[src/rtl/serial_subtractor_clk.sv]
// Multi-cycle registered subtractor: {bout, diff} = a - b - bin, CHUNK bits per
// clock with a rippled borrow, valid/ready handshake on both sides.
module serial_subtractor_clk #(
  parameter int SIZE  = 16,
  parameter int CHUNK = 4
) (
  input  logic            clk_in,
  input  logic            rst,
  input  logic            in_valid,
  output logic            in_ready,
  input  logic [SIZE-1:0] a,
  input  logic [SIZE-1:0] b,
  input  logic            bin,
  output logic            out_valid,
  input  logic            out_ready,
  output logic [SIZE-1:0] diff,
  output logic            bout
);

  localparam int N    = SIZE / CHUNK;
  localparam int IDXW = (N > 1) ? $clog2(N) : 1;
  localparam logic [IDXW-1:0] IDX_LAST = IDXW'(N - 1);

  typedef enum logic [1:0] {
    IDLE = 2'd0,
    BUSY = 2'd1,
    DONE = 2'd2
  } state_t;

  state_t            state_r;
  logic [SIZE-1:0]   a_r;
  logic [SIZE-1:0]   b_r;
  logic              borrow_r;
  logic [IDXW-1:0]   idx_r;

  int                base_s;
  logic [CHUNK-1:0]  d_chunk_s;
  logic              nb_s;

  // One chunk of unsigned subtraction; the extra MSB is the borrow-out.
  function automatic logic [CHUNK:0] sub_chunk(
    input logic [CHUNK-1:0] x,
    input logic [CHUNK-1:0] y,
    input logic             bw
  );
    sub_chunk = {1'b0, x} - {1'b0, y} - {{CHUNK{1'b0}}, bw};
  endfunction

  // Subtract the chunk currently selected by the index.
  always_comb begin
    base_s              = int'(idx_r) * CHUNK;
    {nb_s, d_chunk_s}   = sub_chunk(a_r[base_s +: CHUNK], b_r[base_s +: CHUNK], borrow_r);
  end

  // Handshake FSM, operand latch, borrow ripple and registered outputs.
  always_ff @(posedge clk_in) begin
    if (rst) begin
      state_r   <= IDLE;
      a_r       <= {SIZE{1'b0}};
      b_r       <= {SIZE{1'b0}};
      borrow_r  <= 1'b0;
      idx_r     <= {IDXW{1'b0}};
      diff      <= {SIZE{1'b0}};
      bout      <= 1'b0;
      out_valid <= 1'b0;
      in_ready  <= 1'b1;
    end else begin
      case (state_r)
        IDLE: begin
          if (in_valid) begin
            a_r      <= a;
            b_r      <= b;
            borrow_r <= bin;
            idx_r    <= {IDXW{1'b0}};
            in_ready <= 1'b0;
            state_r  <= BUSY;
          end else begin
            in_ready <= 1'b1;
          end
        end
        BUSY: begin
          // diff is overwritten chunk by chunk; bits above idx keep the old result.
          diff[base_s +: CHUNK] <= d_chunk_s;
          borrow_r              <= nb_s;
          if (idx_r == IDX_LAST) begin
            bout      <= nb_s;
            out_valid <= 1'b1;
            state_r   <= DONE;
          end else begin
            idx_r <= idx_r + IDXW'(1);
          end
        end
        DONE: begin
          if (out_ready) begin
            out_valid <= 1'b0;
            in_ready  <= 1'b1;
            state_r   <= IDLE;
          end else begin
            out_valid <= 1'b1;
          end
        end
        default: begin
          state_r   <= IDLE;
          out_valid <= 1'b0;
          in_ready  <= 1'b1;
        end
      endcase
    end
  end

endmodule
[config.mk]
export PLATFORM = sky130hd
export DESIGN_NAME = serial_subtractor_clk
export DESIGN_NICKNAME = d
export VERILOG_FILES = /design/src/rtl/serial_subtractor_clk.sv
export SDC_FILE = /design/constraint.sdc
export NUM_CORES = 1
export LEC_CHECK = 0
export ABC_AREA = 1
export CAP_MARGIN = 20
export CORE_ASPECT_RATIO = 1.75
export CORE_MARGIN = 2
export CORE_UTILIZATION = 40
export DETAILED_ROUTE_END_ITERATION = 8
export MAX_ROUTING_LAYER = met4
export PLACE_DENSITY = 0.74
export SLEW_MARGIN = 20
export SYNTH_ARGS = -nofsm -noshare
export SYNTH_HDL_FRONTEND = slang
export SYNTH_SLANG_ARGS = --single-unit
export TNS_END_PERCENT = 20
[constraint.sdc]
create_clock -name clk_in -period 5.05 [get_ports clk_in]
set_clock_uncertainty 0.1 [all_clocks]
set_input_delay 0.7575 -clock clk_in [delete_from_list [all_inputs] [get_ports clk_in]]
set_output_delay 0.7575 -clock clk_in [all_outputs]
set_load 0.02 [all_outputs]
==> impl_metrics.ini <==
[critical_path]
endpoint_kind = flip-flop
slowest_stage = dfxtp_1
start_kind = flip-flop
slowest_delay_ps = 910
crit_chain = inv_1, o21ai_0, o22ai_1, fa_1, inv_1, fa_1, nor3_1, a22oi_1, nor2_1
crit_fanout = 24
cp.arrival_ps = 3750
required_ps = 5160
crit_type = reg2reg

[detailed_routing]
drc = 0
wire_per_inst_um = 12.02
drtIter0Drc = 55
antenna_left = 0
routed_wl_um = 5747
via_count = 2364
dr.pass1.iters = 4
vias_per_cell = 4.946

[hold_path]
hold_class = reg2reg

[synth]
ys_types = 30
synth_seq_cells = 56
yosysWarningCount = 0
syn_area_mm2 = 0.002608
ys_seq_area_frac = 0.4299
syn-num-nets = 403
synth.avg_cell_area_um2 = 7.429
netlist_instances = 351

[floorplan]
core_area_mm2 = 0.006441
die_w_um = 65.03
die_h_um = 110.8
io_pins = 56
row_count = 39
start_util = 0.4048
dieArea_mm2 = 0.007206

[final_layout]
syn_to_final_growth_pct = 27.02
nNetsFinal = 447
final_common_cell = nor2_1
final_cell_mix = nor2_1 (85), nand2_1 (56), dfxtp_1 (56), clkdlybuf4s50_1 (55), o21ai_0 (43)
drive_above_1_share = 0.03283
n_antenna_cell = 0
fillers = 675

[power]
p_total_mw = 1.273
p_leak_nw = 1.332
ir_drop_mv = 0.1976
power_density_mw_per_mm2 = 384.3

[timing]
max_slew_margin = 0.3954
rsz0062_at_grt = no
setup_viol = 0
finalCritPeriodShare = 0.7209
hold_viol = 0
slew_violations = 0
tightest_slew_ps = 905.6
layout_min_cycle_time_ps = 3641
fmax_mhz = 274.7
tns_ps = 0

[clock_network]
post_cts_buffers = 0
holdBufCountCts = 0
path_clk_slew_ps = 70
cts_inserted_buffers = 5
cts-resized-gates = 0
htree_levels = 2
clockRootBuffer = clkbuf_16
insertion_delay_ps = 290
cts.sinks = 56
cts_tree = built
clockBufferDepth = 2

[outcome]
status = completed

[global_routing]
grt_pass1_wl_um = 9715
grt_pass1_vias = 2272
antenna_found_initial = 0
overflow = 0
grt_max_degree = 39
grt.total_usage = 0.1736

[flow_run]
drv_cap = 0

[place]
hpwl_um = 4433
gp_congestion = 0.9148
portBuffers = 55
cell families after synthesis:
| group | after synthesis | synth area share |
|---|---|---|
| AOI/OAI and AO/OA | 80 | 0.1704 |
| buffers and inverters | 41 | 0.06958 |
| xor gates and xnor gates | 1 | 0.003360 |
| and+or+nand+nor | 158 | 0.2490 |
| DFF | 56 | 0.4299 |
| adders and majority gates | 15 | 0.07774 |
sequential cells by signal, indices dropped and copies added (netlist names):
| register | flops |
|---|---|
| a_r | 16 |
| b_r | 16 |
| diff | 16 |
| idx_r | 2 |
| state_r | 2 |
| borrow_r | 1 |
| bout | 1 |
| in_ready | 1 |
| out_valid | 1 |
final timing paths:
kind	depth (start not counted)	from	endpoint	slack, ps
min	2	diff[3]	diff[3]	370
min reg2reg	2	diff[3]	diff[3]	370
max	9	idx_r[0]	diff[13]	1410
max reg2reg	9	idx_r[0]	diff[13]	1410
synth_stat cells, drive strengths merged:
| master | n | share of area |
|---|---|---|
| o211ai | 2 | 0.0058 |
| dfxtp | 56 | 0.43 |
| ha | 13 | 0.062 |
| or2 | 1 | 0.0024 |
| inv | 23 | 0.033 |
| a221oi | 1 | 0.0034 |
| buf | 10 | 0.024 |
| nand4 | 2 | 0.0048 |
| a32oi | 1 | 0.0034 |
| nand3 | 8 | 0.019 |
| nor2 | 85 | 0.12 |
| o21bai | 1 | 0.0029 |
| a22oi | 4 | 0.012 |
| o21ai | 43 | 0.083 |
| nor3 | 2 | 0.0038 |
| nor4 | 1 | 0.0082 |
| fa | 2 | 0.015 |
| clkbuf | 8 | 0.012 |
| nand2 | 58 | 0.085 |
| xnor2 | 1 | 0.0034 |
| nand3b | 1 | 0.0029 |
| a21oi | 22 | 0.042 |
| a32o | 3 | 0.012 |
| o22ai | 3 | 0.0072 |
metal layers:
layer / wire length, µm / share of wire / vias up / GRT usage
met1: 2166 / 0.38 / 1069 / 0.1719
met5: 0 / 0 / - / -
met4: 182 / 0.032 / 0 / 0.08750
li1: - / - / 1229 / -
met3: 173 / 0.030 / 20 / 0.02741
met2: 3225 / 0.56 / 46 / 0.3168
through the flow:
step	worst slack, ps	cell area, µm²	std cells	hold WS, ps	util
after floorplan	2530	2608	351	349.5	-
after global placement	1700	3166	470	353.6	0.4915
after detailed placement	1541	3166	470	357.2	0.4915
after CTS	1483	3312	478	367.3	0.5142
after global routing	1173	3312	478	380.4	0.5142
final	1409	3312	478	365.1	0.5142
final cells by class:
class | instances | area [µm²] | share of cell area
Sequential cell | 56 | 1121 | 0.3385
Timing Repair Buffer | 55 | 550.5 | 0.1662
Tap cell | 82 | 102.6 | 0.03098
Inverter | 23 | 86.33 | 0.02607
Clock buffer | 8 | 146.4 | 0.04420
Multi-Input combinational cell | 254 | 1305 | 0.3940
power breakdown:
part,total (mW),switching [mW],internal (mW)
clock network,0.342,0.144,0.198
registers,0.526,0.0382,0.488
logic,0.405,0.242,0.163
worst max-delay path: cells and delay by family (launching register included):
kind	cells	cell delay, ps
simple gates	2	460
fa+ha+maj	2	830
compound gates	3	570
flops	1	910
buf+inv	2	680
Power figures use the tool's default switching activity.
